==> src/rtl/dffram_arbiter_pkg.sv <==
// Shared constants and types for the DFFRAM two-port arbiter.
// Byte-enable encodings, requester identifiers and the address-width helper live here.
package dffram_pkg;

  localparam logic [3:0] WE_READ = 4'b0000;
  localparam logic [3:0] WE_WORD = 4'b1111;

  typedef enum logic {
    PORT_P0 = 1'b0,
    PORT_P1 = 1'b1
  } port_e;

  // Each DFFRAM column holds 256 words, so extra columns add high address bits.
  function automatic int aw(input int cols);
    return 8 + $clog2(cols);
  endfunction

endpackage

==> src/rtl/dffram_arbiter_if.sv <==
// Requester-side bus of the DFFRAM arbiter: request payload in, grant/read-data back.
// The master modport is the bus master's view and the slave modport is the arbiter's view.
interface dffram_arbiter_if #(
  parameter int AW = 8
);

  logic          REQ;
  logic [3:0]    WE;
  logic [AW-1:0] A;
  logic [31:0]   Di;
  logic          GNT;
  logic          RVALID;
  logic [31:0]   Do;

  modport master (
    output REQ,
    output WE,
    output A,
    output Di,
    input  GNT,
    input  RVALID,
    input  Do
  );

  modport slave (
    input  REQ,
    input  WE,
    input  A,
    input  Di,
    output GNT,
    output RVALID,
    output Do
  );

endinterface

==> src/rtl/dffram_arbiter_rr_pick.sv <==
// Two-way request picker: a lone request always wins; a tie goes to P0 under fixed
// priority, otherwise to whichever port was not granted last.
module dffram_rr_pick
  import dffram_pkg::*;
(
  input  logic [1:0] req,
  input  port_e      last,
  input  logic       fixed,
  output logic [1:0] gnt
);

  always_comb begin
    gnt = 2'b00;
    case (req)
      2'b01:   gnt = 2'b01;
      2'b10:   gnt = 2'b10;
      2'b11: begin
        if (fixed || (last == PORT_P1)) begin
          gnt = 2'b01;
        end else begin
          gnt = 2'b10;
        end
      end
      default: gnt = 2'b00;
    endcase
  end

endmodule

==> src/rtl/dffram_arbiter.sv <==
// Shares one single-port DFFRAM between two requesters, one access per clock.
// Grants are combinational; read data returns one cycle later with a per-port valid pulse.
module dffram_arbiter
  import dffram_pkg::*;
#(
  parameter int  COLS      = 1,
  parameter bit  FIXED_PRI = 1'b0,
  localparam int AW        = aw(COLS)
) (
  input  logic              CLK,
  input  logic              RESETn,
  dffram_arbiter_if.slave   P0,
  dffram_arbiter_if.slave   P1,
  output logic              RAM_EN,
  output logic [3:0]        RAM_WE,
  output logic [AW-1:0]     RAM_A,
  output logic [31:0]       RAM_Di,
  input  logic [31:0]       RAM_Do
);

  port_e         last_gnt;
  logic [1:0]    pick;
  logic [1:0]    gnt;
  logic [1:0]    rvalid_q;
  logic [AW-1:0] hold_a;
  logic [31:0]   hold_di;

  dffram_rr_pick u_pick (
    .req   ({P1.REQ, P0.REQ}),
    .last  (last_gnt),
    .fixed (FIXED_PRI),
    .gnt   (pick)
  );

  // Reset gates the grant directly so nothing reaches the RAM while RESETn is low.
  always_comb begin
    gnt = RESETn ? pick : 2'b00;
  end

  // Idle cycles replay the last address/data so the RAM pins do not toggle.
  always_comb begin
    RAM_EN = 1'b0;
    RAM_WE = WE_READ;
    RAM_A  = hold_a;
    RAM_Di = hold_di;
    if (gnt[0]) begin
      RAM_EN = 1'b1;
      RAM_WE = P0.WE;
      RAM_A  = P0.A;
      RAM_Di = P0.Di;
    end else if (gnt[1]) begin
      RAM_EN = 1'b1;
      RAM_WE = P1.WE;
      RAM_A  = P1.A;
      RAM_Di = P1.Di;
    end
  end

  always_ff @(posedge CLK or negedge RESETn) begin
    if (!RESETn) begin
      last_gnt <= PORT_P1;
      rvalid_q <= 2'b00;
      hold_a   <= '0;
      hold_di  <= '0;
    end else begin
      rvalid_q <= {gnt[1] && (P1.WE == WE_READ), gnt[0] && (P0.WE == WE_READ)};
      if (gnt[0]) begin
        last_gnt <= PORT_P0;
      end else if (gnt[1]) begin
        last_gnt <= PORT_P1;
      end
      if (RAM_EN) begin
        hold_a  <= RAM_A;
        hold_di <= RAM_Di;
      end
    end
  end

  assign P0.GNT    = gnt[0];
  assign P1.GNT    = gnt[1];
  assign P0.RVALID = rvalid_q[0];
  assign P1.RVALID = rvalid_q[1];
  assign P0.Do     = RAM_Do;
  assign P1.Do     = RAM_Do;

endmodule

==> src/flat_wrapper.sv <==
// flat-port wrapper written by rule: the top's interface ports become plain ports
module dffram_arbiter_flat import dffram_pkg::*;
#(
  parameter int  COLS      = 1,
  parameter bit  FIXED_PRI = 1'b0,
  localparam int AW        = aw(COLS)
)
  (CLK, RESETn, RAM_EN, RAM_WE, RAM_A, RAM_Di, RAM_Do, P0_REQ, P0_WE, P0_A, P0_Di, P0_GNT, P0_RVALID, P0_Do, P1_REQ, P1_WE, P1_A, P1_Di, P1_GNT, P1_RVALID, P1_Do);
  dffram_arbiter_if #(.AW((aw(1)))) P0_i ();
  dffram_arbiter_if #(.AW((aw(1)))) P1_i ();
  input  logic CLK;
  input  logic RESETn;
  output logic RAM_EN;
  output logic [3:0] RAM_WE;
  output logic [AW-1:0] RAM_A;
  output logic [31:0] RAM_Di;
  input  logic [31:0] RAM_Do;
  input wire logic [$bits(P0_i.REQ)-1:0] P0_REQ;
  input wire logic [$bits(P0_i.WE)-1:0] P0_WE;
  input wire logic [$bits(P0_i.A)-1:0] P0_A;
  input wire logic [$bits(P0_i.Di)-1:0] P0_Di;
  output wire logic [$bits(P0_i.GNT)-1:0] P0_GNT;
  output wire logic [$bits(P0_i.RVALID)-1:0] P0_RVALID;
  output wire logic [$bits(P0_i.Do)-1:0] P0_Do;
  input wire logic [$bits(P1_i.REQ)-1:0] P1_REQ;
  input wire logic [$bits(P1_i.WE)-1:0] P1_WE;
  input wire logic [$bits(P1_i.A)-1:0] P1_A;
  input wire logic [$bits(P1_i.Di)-1:0] P1_Di;
  output wire logic [$bits(P1_i.GNT)-1:0] P1_GNT;
  output wire logic [$bits(P1_i.RVALID)-1:0] P1_RVALID;
  output wire logic [$bits(P1_i.Do)-1:0] P1_Do;
  assign P0_i.REQ = P0_REQ;
  assign P0_i.WE = P0_WE;
  assign P0_i.A = P0_A;
  assign P0_i.Di = P0_Di;
  assign P0_GNT = P0_i.GNT;
  assign P0_RVALID = P0_i.RVALID;
  assign P0_Do = P0_i.Do;
  assign P1_i.REQ = P1_REQ;
  assign P1_i.WE = P1_WE;
  assign P1_i.A = P1_A;
  assign P1_i.Di = P1_Di;
  assign P1_GNT = P1_i.GNT;
  assign P1_RVALID = P1_i.RVALID;
  assign P1_Do = P1_i.Do;
  dffram_arbiter #(.COLS(COLS), .FIXED_PRI(FIXED_PRI)) u_core (.CLK(CLK), .RESETn(RESETn), .P0(P0_i), .P1(P1_i), .RAM_EN(RAM_EN), .RAM_WE(RAM_WE), .RAM_A(RAM_A), .RAM_Di(RAM_Di), .RAM_Do(RAM_Do));
endmodule
==> config.mk <==
export PLATFORM = sky130hd
export DESIGN_NAME = dffram_arbiter_flat
export DESIGN_NICKNAME = d
export VERILOG_FILES = /design/src/rtl/dffram_arbiter_pkg.sv /design/src/rtl/dffram_arbiter_if.sv /design/src/rtl/dffram_arbiter_rr_pick.sv /design/src/rtl/dffram_arbiter.sv /design/src/flat_wrapper.sv
export SDC_FILE = /design/constraint.sdc
export NUM_CORES = 1
export LEC_CHECK = 0
export ABC_CLOCK_PERIOD_IN_PS = 3550
export CELL_PAD_IN_SITES_DETAIL_PLACEMENT = 1
export CELL_PAD_IN_SITES_GLOBAL_PLACEMENT = 2
export CORE_MARGIN = 10
export CORE_UTILIZATION = 19
export CTS_CLUSTER_SIZE = 14
export DETAILED_ROUTE_END_ITERATION = 8
export PLACE_DENSITY = 0.94
export SYNTH_ARGS = -nofsm -noshare
export SYNTH_HDL_FRONTEND = slang
export SYNTH_SLANG_ARGS = --single-unit
==> constraint.sdc <==
create_clock -name CLK -period 3.55 [get_ports CLK]
set_input_delay 0.71 -clock CLK [delete_from_list [all_inputs] [get_ports CLK]]
set_output_delay 0.71 -clock CLK [all_outputs]
set_load 0.005 [all_outputs]
# [After elaboration in Yosys (flattened, before gate mapping)]
# Cells that the tools add are included.
[classes] eq_ne=3 n_mux=13 n_reduce_logical=5
[ops] operator="$mux W32" n=2
[ops] operator="$mux W8" n=2
[ops] operator="$logic_not A4 Y1" n=2
[ops] operator="$mux W4" n=2
[ops] operator="$pmux W2 S3" n=1
[ops] operator="$eq A2 B2 Y1 const B" n=2
[ops] operator="$mux W1" n=4
[ops] operator="$mux W2" n=2
[ops] operator="$eq A2 B1 Y1 const B" n=1
[ops] operator="$logic_and A1 B1 Y1" n=2
[ops] operator="$reduce_bool A2 Y1" n=1
[totals] regBits=43 out_inout_bits=113 wordCells=25

# [Logic depth before layout (Yosys ltp)]
# Gate-level depths: netlist (run 1).
[depth] depth_word=5 depth_mapped=5

# [Hierarchy]
# Synthesis (run 1) repeated with hierarchy kept, for this count alone.
[unflattened] hier_cells=368 hier_area_um2=3323.2
[by_module_without_submodules] module="dffram_arbiter" n_inst=1 cells_per_inst=364 area_per_inst_um2=3300.7 seq_area_each_um2=1077.3
[by_module_without_submodules] module="dffram_rr_pick" n_inst=1 cells_per_inst=4 area_per_inst_um2=22.5 seq_area_each_um2=0.0

# [Worst setup path before layout (run 1)]
# OpenSTA, ideal clock, no wires.
[synth_timing] path_type="input port to output port" startpoint="input port RESETn" endpoint="output port RAM_A[0]" t_arrival_ps=1476 path_slack_ps=1364 path_stages=5 n_path_buf=2 path_cell_list="nand2_1 -> a21oi_2 -> buf_4 -> buf_6 -> a221o_1"
[synth_via] elab_chain_len=3
[synth_rtl] element="start: declaration" line_no="flat_wrapper.sv:12" source="input logic RESETn;"
[synth_rtl] element="$mux W2 *" line_no="dffram_arbiter.sv:37" source="gnt = RESETn ? pick : 2'b00;"
[synth_rtl] element="$mux W8" line_no="dffram_arbiter.sv:51" source="end else if (gnt[1]) begin"
[synth_rtl] element="$mux W8 *" line_no="dffram_arbiter.sv:46" source="if (gnt[0]) begin"
[synth_rtl] element="end: declaration" line_no="flat_wrapper.sv:15" source="output logic [AW-1:0] RAM_A;"
# Every way passes the cells marked *; elsewhere a longest branch is shown, timed or not.

# [Worst setup path in the final report (run 1)]
[layout_timing] startpoint="input port P0_REQ" endpoint="output port RAM_Di[19]"
[layout_via] elab_chain_len=5 word_cells_on_any_way=7 classes_between="eq/ne: 3; mux: 4"
[layout_rtl] element="start: declaration" line_no="flat_wrapper.sv:18" source="input wire logic [$bits(P0_i.REQ)-1:0] P0_REQ;"
[layout_rtl] element="$eq A2 B2 Y1 or $eq A2 B1 Y1 (tied branches)" line_no="dffram_arbiter_rr_pick.sv:14" source="case (req)"
[layout_rtl] element="$pmux W2 S3 *" line_no="dffram_arbiter_rr_pick.sv:14"
[layout_rtl] element="$mux W2 *" line_no="dffram_arbiter.sv:37"
[layout_rtl] element="$mux W32" line_no="dffram_arbiter.sv:51"
[layout_rtl] element="$mux W32 *" line_no="dffram_arbiter.sv:46"
[layout_rtl] element="end: declaration" line_no="flat_wrapper.sv:16" source="output logic [31:0] RAM_Di;"
# Marked as above.

==> impl_metrics.sql, run 1 <==
INSERT INTO impl_metrics (metric_group, metric, value, unit) VALUES
('clock_network', 'max-clock-path-buffers', '2', ''),
('drt', 'routed-via-count', '2425', ''),
('logic_synthesis', 'postSynthRegisterBits', '43', ''),
('die', 'rows', '44', ''),
('sta', 'finalMaxSlewViolations', '0', ''),
('drt', 'ant_nets', '0', ''),
('drt', 'met2RoutedLength', '4828', 'um'),
('worst_setup_path', 'critical_path_buf_inv_count', '3', ''),
('drt', 'detail_route.wl_per_cell', '18.17', 'um'),
('logic_synthesis', 'ys_top_cells_by_count', 'sky130_fd_sc_hd__a221o_1 (80), sky130_fd_sc_hd__buf_4 (70), sky130_fd_sc_hd__and2_1 (42), sky130_fd_sc_hd__dfrtp_1 (42), sky130_fd_sc_hd__clkbuf_1 (8)', ''),
('logic_synthesis', 'synth_enable_flop_cells', '0', ''),
('logic_synthesis', 'synthMuxAreaShare', '0', ''),
('worst_setup_path', 'cp_num_cells', '6', ''),
('global_routing', 'initial_antenna_violation_count', '0', ''),
('drt', 'top_layer_used', 'met4', ''),
('worst_setup_path', 'cp-start-kind', 'input port', ''),
('die', 'ios', '237', ''),
('worst_setup_path', 'path_cells', 'clkdlybuf4s50_1 > nand2_1 > a21oi_4 > buf_4 > a221o_1 > clkdlybuf4s50_1', ''),
('global_routing', 'grt-ovfl-total', '0', ''),
('logic_synthesis', 'synth_sequential_area_ratio', '0.3773', ''),
('drt', 'via_per_inst', '4.655', ''),
('clock_network', 'cts.hold.buffers_added', '0', ''),
('logic_synthesis', 'yosys.area_share.xor_xnor', '0', ''),
('worst_setup_path', 'crit_path_most_repeated_cell', 'sky130_fd_sc_hd__clkdlybuf4s50_1', ''),
('job', 'maxCapViolCount', '0', ''),
('worst_setup_path', 'worstPathRequired', '2.84', 'ns'),
('final_layout', 'fill_cell_count', '1655', ''),
('die', 'initial_core_util', '0.1950', ''),
('logic_synthesis', 'postSynth.topFlopCell', 'sky130_fd_sc_hd__dfrtp_1', ''),
('die', 'placeableCoreArea', '14640', 'um2'),
('sta', 'finClkSkew', '0.007769', 'ns'),
('logic_synthesis', 'post-synth-top-area-fraction', '0.3681', ''),
('die', 'floorplan.die_area', '20330', 'um2'),
('drt', 'route.final.wire_length', '9465', 'um'),
('placed_design', 'hpwlAfterDp', '7456', 'um'),
('global_routing', 'grt_pass1_wl', '15040', 'um'),
('placed_design', 'place_worst_setup_slack', '0.1602', 'ns'),
('logic_synthesis', 'yosysWarningCount', '0', ''),
('die', 'die_w', '142.6', 'um'),
('clock_network', 'cts.sink_count', '43', ''),
('sta', 'final_critical_path_setup_slack', '0.1832', 'ns'),
('logic_synthesis', 'synth_cell_type_count', '16', ''),
('logic_synthesis', 'post_synth_and_or_nand_nor_area_fraction', '0.1004', ''),
('drt', 'detail_route.iter0.violations', '89', ''),
('final_layout', 'layout.nets', '460', ''),
('sta', 'final-hold-violation-count', '0', ''),
('final_layout', 'antenna-diode-count', '0', ''),
('logic_synthesis', 'largest_family_of_logic_cells_by_synthesized_area', 'compound AO/OA/AOI/OAI gates', ''),
('worst_setup_path', 'timing.setup.critical_path_class', 'input port to primary output', ''),
('placed_design', 'place_congestion', '0.7260', ''),
('worst_setup_path', 'worst-endpoint-arrival', '2.66', 'ns'),
('logic_synthesis', 'synth_area', '2855', 'um2'),
('outcome', 'run_status', 'complete, no violations', ''),
('worst_hold_path', 'worst_hold_startpoint', 'u_core.last_gnt', ''),
('logic_synthesis', 'syn-mean-instance-area', '10.73', 'um2'),
('global_routing', 'grt.total_usage', '0.09129', ''),
('sta', 'max_clock_freq', '297.0', 'MHz'),
('clock_network', 'cts_inserted_buffers', '5', ''),
('worst_hold_path', 'hold_path_depth', '2', ''),
('sta', 'finalCriticalPeriod', '3.367', 'ns'),
('clock_network', 'cts_htree_levels', '2', ''),
('worst_setup_path', 'reg2reg_depth', '5', ''),
('final_layout', 'drive_gt1_frac', '0.06528', ''),
('logic_synthesis', 'syn_inst', '266', ''),
('drt', 'route.met3.wl', '829', 'um'),
('sta', 'totalNegativeSetupSlack', '0', 'ns'),
('logic_synthesis', 'yosysTopAreaCell', 'sky130_fd_sc_hd__dfrtp_1', ''),
('worst_setup_path', 'timing.critical_path.to_type', 'primary output', ''),
('logic_synthesis', 'synth_compound_area_frac', '0.3024', ''),
('worst_setup_path', 'reg2reg_from', 'u_core.last_gnt', ''),
('clock_network', 'post_cts_resize_count', '0', '');
## sequential cells by signal (all words and copies together), names as in the netlist
name and count:
u_core.hold_di 32, u_core.rvalid_q 2, u_core.last_gnt 1, u_core.hold_a 8
## cell families after synthesis
logic type             Yosys count
AND/OR/NAND/NOR                 47
buffers and inverters           88
AO/OA/AOI/OAI                   88
flip-flops                      43
## layout by cell type (no fill, tap or decap)
| cell | Yosys | final |
|---|---|---|
| sky130_fd_sc_hd__clkinv_2 | 0 | 1 |
| sky130_fd_sc_hd__buf_12 | 0 | 2 |
| sky130_fd_sc_hd__nand2_1 | 3 | 3 |
| sky130_fd_sc_hd__clkinvlp_4 | 0 | 1 |
| sky130_fd_sc_hd__buf_4 | 70 | 7 |
| sky130_fd_sc_hd__o21ai_0 | 1 | 1 |
| sky130_fd_sc_hd__buf_2 | 4 | 1 |
| sky130_fd_sc_hd__clkbuf_16 | 0 | 5 |
| sky130_fd_sc_hd__a21oi_4 | 0 | 2 |
| sky130_fd_sc_hd__a221o_1 | 80 | 80 |
| sky130_fd_sc_hd__inv_2 | 1 | 1 |
| sky130_fd_sc_hd__dfrtp_1 | 42 | 42 |
| sky130_fd_sc_hd__o21ai_2 | 0 | 1 |
| sky130_fd_sc_hd__clkbuf_1 | 8 | 1 |
| sky130_fd_sc_hd__and2_1 | 42 | 42 |
| sky130_fd_sc_hd__dfstp_2 | 1 | 1 |
| sky130_fd_sc_hd__a22o_1 | 4 | 4 |
| sky130_fd_sc_hd__clkdlybuf4s50_1 | 0 | 139 |
| sky130_fd_sc_hd__nor4_1 | 2 | 2 |
| sky130_fd_sc_hd__inv_1 | 1 | 1 |
## path summary, 6_finish.rpt
path                                      end  slack [ns]
setup / recovery                   RAM_Di[19]        0.18
hold / removal                u_core.last_gnt        0.55
setup reg to reg           u_core.hold_di[22]        1.99
hold reg to reg               u_core.last_gnt        0.55
max in group asynchronous   u_core.hold_di[7]        2.60
min in group asynchronous  u_core.hold_di[28]        0.56
## final cells by class
type                       count  area [um2]  area share
clock inverter                 2       12.51    0.003041
multi-input combinational    135        1169      0.2841
clock buffer                   6       128.9     0.03133
timing repair buffer         149        1489      0.3619
tap                          184       230.2     0.05596
sequential                    43        1077      0.2619
inverter                       2       7.507    0.001825
## stage by stage
stage | hold slack, ns | power [mW] | utilization | instances
floorplan | 0.4144 | 0.8985 | - | 266
global placement | 0.5147 | 1.174 | 0.2713 | 513
detailed placement | 0.5558 | 1.195 | 0.2713 | 513
CTS | 0.5652 | 1.665 | 0.2809 | 521
global route | 0.5710 | 1.732 | 0.2809 | 521
finish | 0.5499 | 1.627 | 0.2809 | 521
## metal layers
layer | global-route usage | vias up
met3 | 0.03571 | 19
met2 | 0.1612 | 87
met4 | 0.03312 | 0
li1 | - | 1115
met1 | 0.09646 | 1204
met5 | 0 | -
## worst min-delay path, stage by stage (launching register included)
cell                      delay [ns]
sky130_fd_sc_hd__dfstp_2        0.40
sky130_fd_sc_hd__nand2_1        0.05
sky130_fd_sc_hd__o21ai_0        0.08
## power breakdown
group | total (mW) | switching (mW) | internal (mW)
sequential | 0.584 | 0.0183 | 0.566
clock | 0.450 | 0.190 | 0.260
combinational | 0.593 | 0.222 | 0.371
total | 1.63 | 0.431 | 1.20
Note: power is estimated with default switching activity, not from simulation.
==> inputs of run 2 (changes only) <==
--- a/config.mk
+++ b/config.mk
@@ -10,6 +10,7 @@
 export CELL_PAD_IN_SITES_GLOBAL_PLACEMENT = 2
 export CORE_MARGIN = 10
 export CORE_UTILIZATION = 19
+export CTS_BUF_LIST = sky130_fd_sc_hd__clkbuf_4 sky130_fd_sc_hd__clkbuf_8 sky130_fd_sc_hd__clkbuf_16
 export CTS_CLUSTER_SIZE = 14
 export DETAILED_ROUTE_END_ITERATION = 8
 export PLACE_DENSITY = 0.94
==> impl_metrics.sql, run 2 (same netlist as run 1, synthesis figures left out) <==
INSERT INTO impl_metrics (metric_group, metric, value, unit) VALUES
('outcome', 'run_status', 'complete, no violations', ''),
('die', 'die_w', '142.6', 'um'),
('final_layout', 'antenna-diode-count', '0', ''),
('clock_network', 'max-clock-path-buffers', '2', ''),
('sta', 'setup-violations-final', '0', ''),
('placed_design', 'port_buffers', '140', ''),
('sta', 'hold-worst-slack', '0.5499', 'ns'),
('clock_network', 'post_cts_resize_count', '0', ''),
('drt', 'route.final.wire_length', '9465', 'um'),
('die', 'floorplan.die_area', '20330', 'um2'),
('worst_setup_path', 'worst-path-max-fanout', '30', ''),
('worst_hold_path', 'worst_hold_startpoint', 'u_core.last_gnt', ''),
('global_routing', 'grt_pass1_wl', '15040', 'um'),
('clock_network', 'cts_htree_levels', '2', ''),
('sta', 'finClkSkew', '0.007847', 'ns'),
('global_routing', 'first_global_vias', '2677', ''),
('placed_design', 'place_congestion', '0.7260', ''),
('sta', 'worst_pin_slew', '0.5619', 'ns'),
('final_layout', 'layout.cells.most_common_list', 'sky130_fd_sc_hd__clkdlybuf4s50_1 (139), sky130_fd_sc_hd__a221o_1 (80), sky130_fd_sc_hd__and2_1 (42), sky130_fd_sc_hd__dfrtp_1 (42), sky130_fd_sc_hd__buf_4 (7)', ''),
('drt', 'via_per_inst', '4.655', ''),
('sta', 'finalCriticalPeriod', '3.367', 'ns'),
('sta', 'slew_headroom', '0.6254', ''),
('sta', 'layout_worst_path_cycle_share', '0.9484', ''),
('clock_network', 'ctsRootBufferMaster', 'sky130_fd_sc_hd__clkbuf_16', ''),
('worst_setup_path', 'worstPathRequired', '2.84', 'ns'),
('sta', 'max_clock_freq', '297.0', 'MHz'),
('global_routing', 'initial_antenna_violation_count', '0', ''),
('worst_setup_path', 'timing.critical_path.to_type', 'primary output', ''),
('clock_network', 'clkSlewWorstSetupHoldPaths', '0.06', 'ns'),
('final_layout', 'regMostFlops', 'u_core.hold_di', ''),
('placed_design', 'place.detailed.instances', '513', ''),
('die', 'rows', '44', ''),
('final_layout', 'drive_gt1_frac', '0.06825', ''),
('drt', 'drt_pass1_iterations', '4', ''),
('worst_setup_path', 'reg2reg_depth', '5', ''),
('drt', 'routed-via-count', '2425', ''),
('power_and_ir_drop', 'finalPower', '1.635', 'mW'),
('worst_setup_path', 'worst-endpoint-arrival', '2.66', 'ns'),
('die', 'ios', '237', ''),
('clock_network', 'cts.sink_count', '43', ''),
('drt', 'detail_route.iter0.violations', '89', ''),
('die', 'initial_core_util', '0.1950', ''),
('worst_setup_path', 'timing.setup.critical_path_class', 'input port to primary output', ''),
('final_layout', 'largest_reg_flops', '32', ''),
('die', 'placeableCoreArea', '14640', 'um2'),
('final_layout', 'layout_commonest_cell', 'sky130_fd_sc_hd__clkdlybuf4s50_1', ''),
('global_routing', 'grt_max_degree', '55', ''),
('final_layout', 'post_layout_nonfiller_instances', '521', ''),
('clock_network', 'cts.hold.buffers_added', '0', ''),
('die', 'die_height', '142.6', 'um'),
('worst_hold_path', 'min_delay_worst_endpoint', 'u_core.last_gnt', ''),
('worst_setup_path', 'regToRegEndpoint', 'u_core.hold_di[22]', ''),
('final_layout', 'reg_top3', 'u_core.hold_di: 32 flops, u_core.hold_a: 8 flops, u_core.rvalid_q: 2 flops', ''),
('worst_hold_path', 'hold_path.class', 'flip-flop to flip-flop', ''),
('job', 'maxCapViolCount', '0', ''),
('drt', 'detail_route.wl_per_cell', '18.17', 'um'),
('power_and_ir_drop', 'ir_drop_worst_vdd', '0.1543', 'mV'),
('worst_setup_path', 'r2r_slack', '1.99', 'ns'),
('clock_network', 'post-cts-setup-buffers', '0', ''),
('global_routing', 'grt-ovfl-total', '0', ''),
('placed_design', 'hpwlAfterDp', '7456', 'um'),
('clock_network', 'clkLatencyLatePin', '0.29', 'ns'),
('power_and_ir_drop', 'p_leak', '1.613', 'nW'),
('sta', 'rsz0062_at_grt', 'no', ''),
('sta', 'totalNegativeSetupSlack', '0', 'ns'),
('clock_network', 'cts_inserted_buffers', '5', ''),
('worst_hold_path', 'hold_path_depth', '2', ''),
('drt', 'ant_nets', '0', ''),
('drt', 'drcViolationCount', '0', ''),
('final_layout', 'fill_cell_count', '1653', ''),
('power_and_ir_drop', 'power-per-cell-area', '397.0', 'nW/um2'),
('sta', 'final-hold-violation-count', '0', ''),
('final_layout', 'area_growth', '44.22', '%'),
('sta', 'finalMaxSlewViolations', '0', ''),
('global_routing', 'grt.total_usage', '0.09129', ''),
('final_layout', 'layout.nets', '460', ''),
('placed_design', 'post_dp_cell_area', '3973', 'um2'),
('worst_setup_path', 'reg2reg_from', 'u_core.last_gnt', ''),
('worst_setup_path', 'cp-start-kind', 'input port', ''),
('final_layout', 'postLayoutCellArea', '4118', 'um2'),
('clock_network', 'cts_tree', 'done', '');
-- run 2: metal layers --
| layer | wire length (um) | part of all wire | GRT usage | up-vias |
|---|---|---|---|---|
| met3 | 829 | 0.088 | 0.03571 | 19 |
| met4 | 119 | 0.013 | 0.03312 | 0 |
| li1 | - | - | - | 1115 |
| met5 | 0 | 0 | 0 | - |
| met2 | 4828 | 0.51 | 0.1612 | 87 |
| met1 | 3687 | 0.39 | 0.09646 | 1204 |
-- run 2: metrics by stage --
| step | util | worst slack (ns) |
|---|---|---|
| final | 0.2812 | 0.1832 |
| after global routing | 0.2812 | 0.05494 |
| after CTS | 0.2812 | 0.1596 |
| after detailed placement | 0.2713 | 0.1602 |
| after global placement | 0.2713 | 0.2232 |
| after floorplan | - | 1.364 |
-- run 2: where the power goes --
part	total (mW)	internal (mW)	switching [mW]
registers	0.584	0.566	0.0183
clock network	0.458	0.267	0.191
logic	0.593	0.371	0.222
total	1.63	1.20	0.431
-- run 2: cell type report --
class	instances	area (um2)	area share
clock buffers	6	132.6	0.03221
clock inverters	2	12.51	0.003039
inverters	2	7.507	0.001823
multi-input cells	135	1169	0.2838
flip-flops and latches	43	1077	0.2616
well taps	184	230.2	0.05591
repair buffers	149	1489	0.3616
-- run 2: how the worst max path moves through the flow --
stage / startpoint / endpoint / slack, ns / depth (start not counted)
2_1_floorplan: RESETn / RAM_A[0] / 1.36 / 5
3_3_place_gp: P1_REQ / RAM_Di[2] / 0.22 / 6
3_5_place_dp: P0_REQ / RAM_Di[26] / 0.16 / 6
4_1_cts: P0_REQ / RAM_Di[26] / 0.16 / 6
5_1_grt: P0_REQ / RAM_Di[20] / 0.05 / 6
6_report: P0_REQ / RAM_Di[19] / 0.18 / 6
-- run 2: critical path, stage by stage --
cell and delay, ns:
sky130_fd_sc_hd__clkdlybuf4s50_1 0.56, sky130_fd_sc_hd__nand2_1 0.14, sky130_fd_sc_hd__a21oi_4 0.18, sky130_fd_sc_hd__buf_4 0.33, sky130_fd_sc_hd__a221o_1 0.21, sky130_fd_sc_hd__clkdlybuf4s50_1 0.51
==> inputs of run 3 (changes only) <==
--- a/config.mk
+++ b/config.mk
@@ -14,6 +14,7 @@
 export CTS_CLUSTER_SIZE = 14
 export DETAILED_ROUTE_END_ITERATION = 8
 export PLACE_DENSITY = 0.94
+export SKIP_LAST_GASP = 1
 export SYNTH_ARGS = -nofsm -noshare
 export SYNTH_HDL_FRONTEND = slang
 export SYNTH_SLANG_ARGS = --single-unit
==> results of run 3 <==
Same layout as run 2: the final DEF is identical, and so are final timing and power.
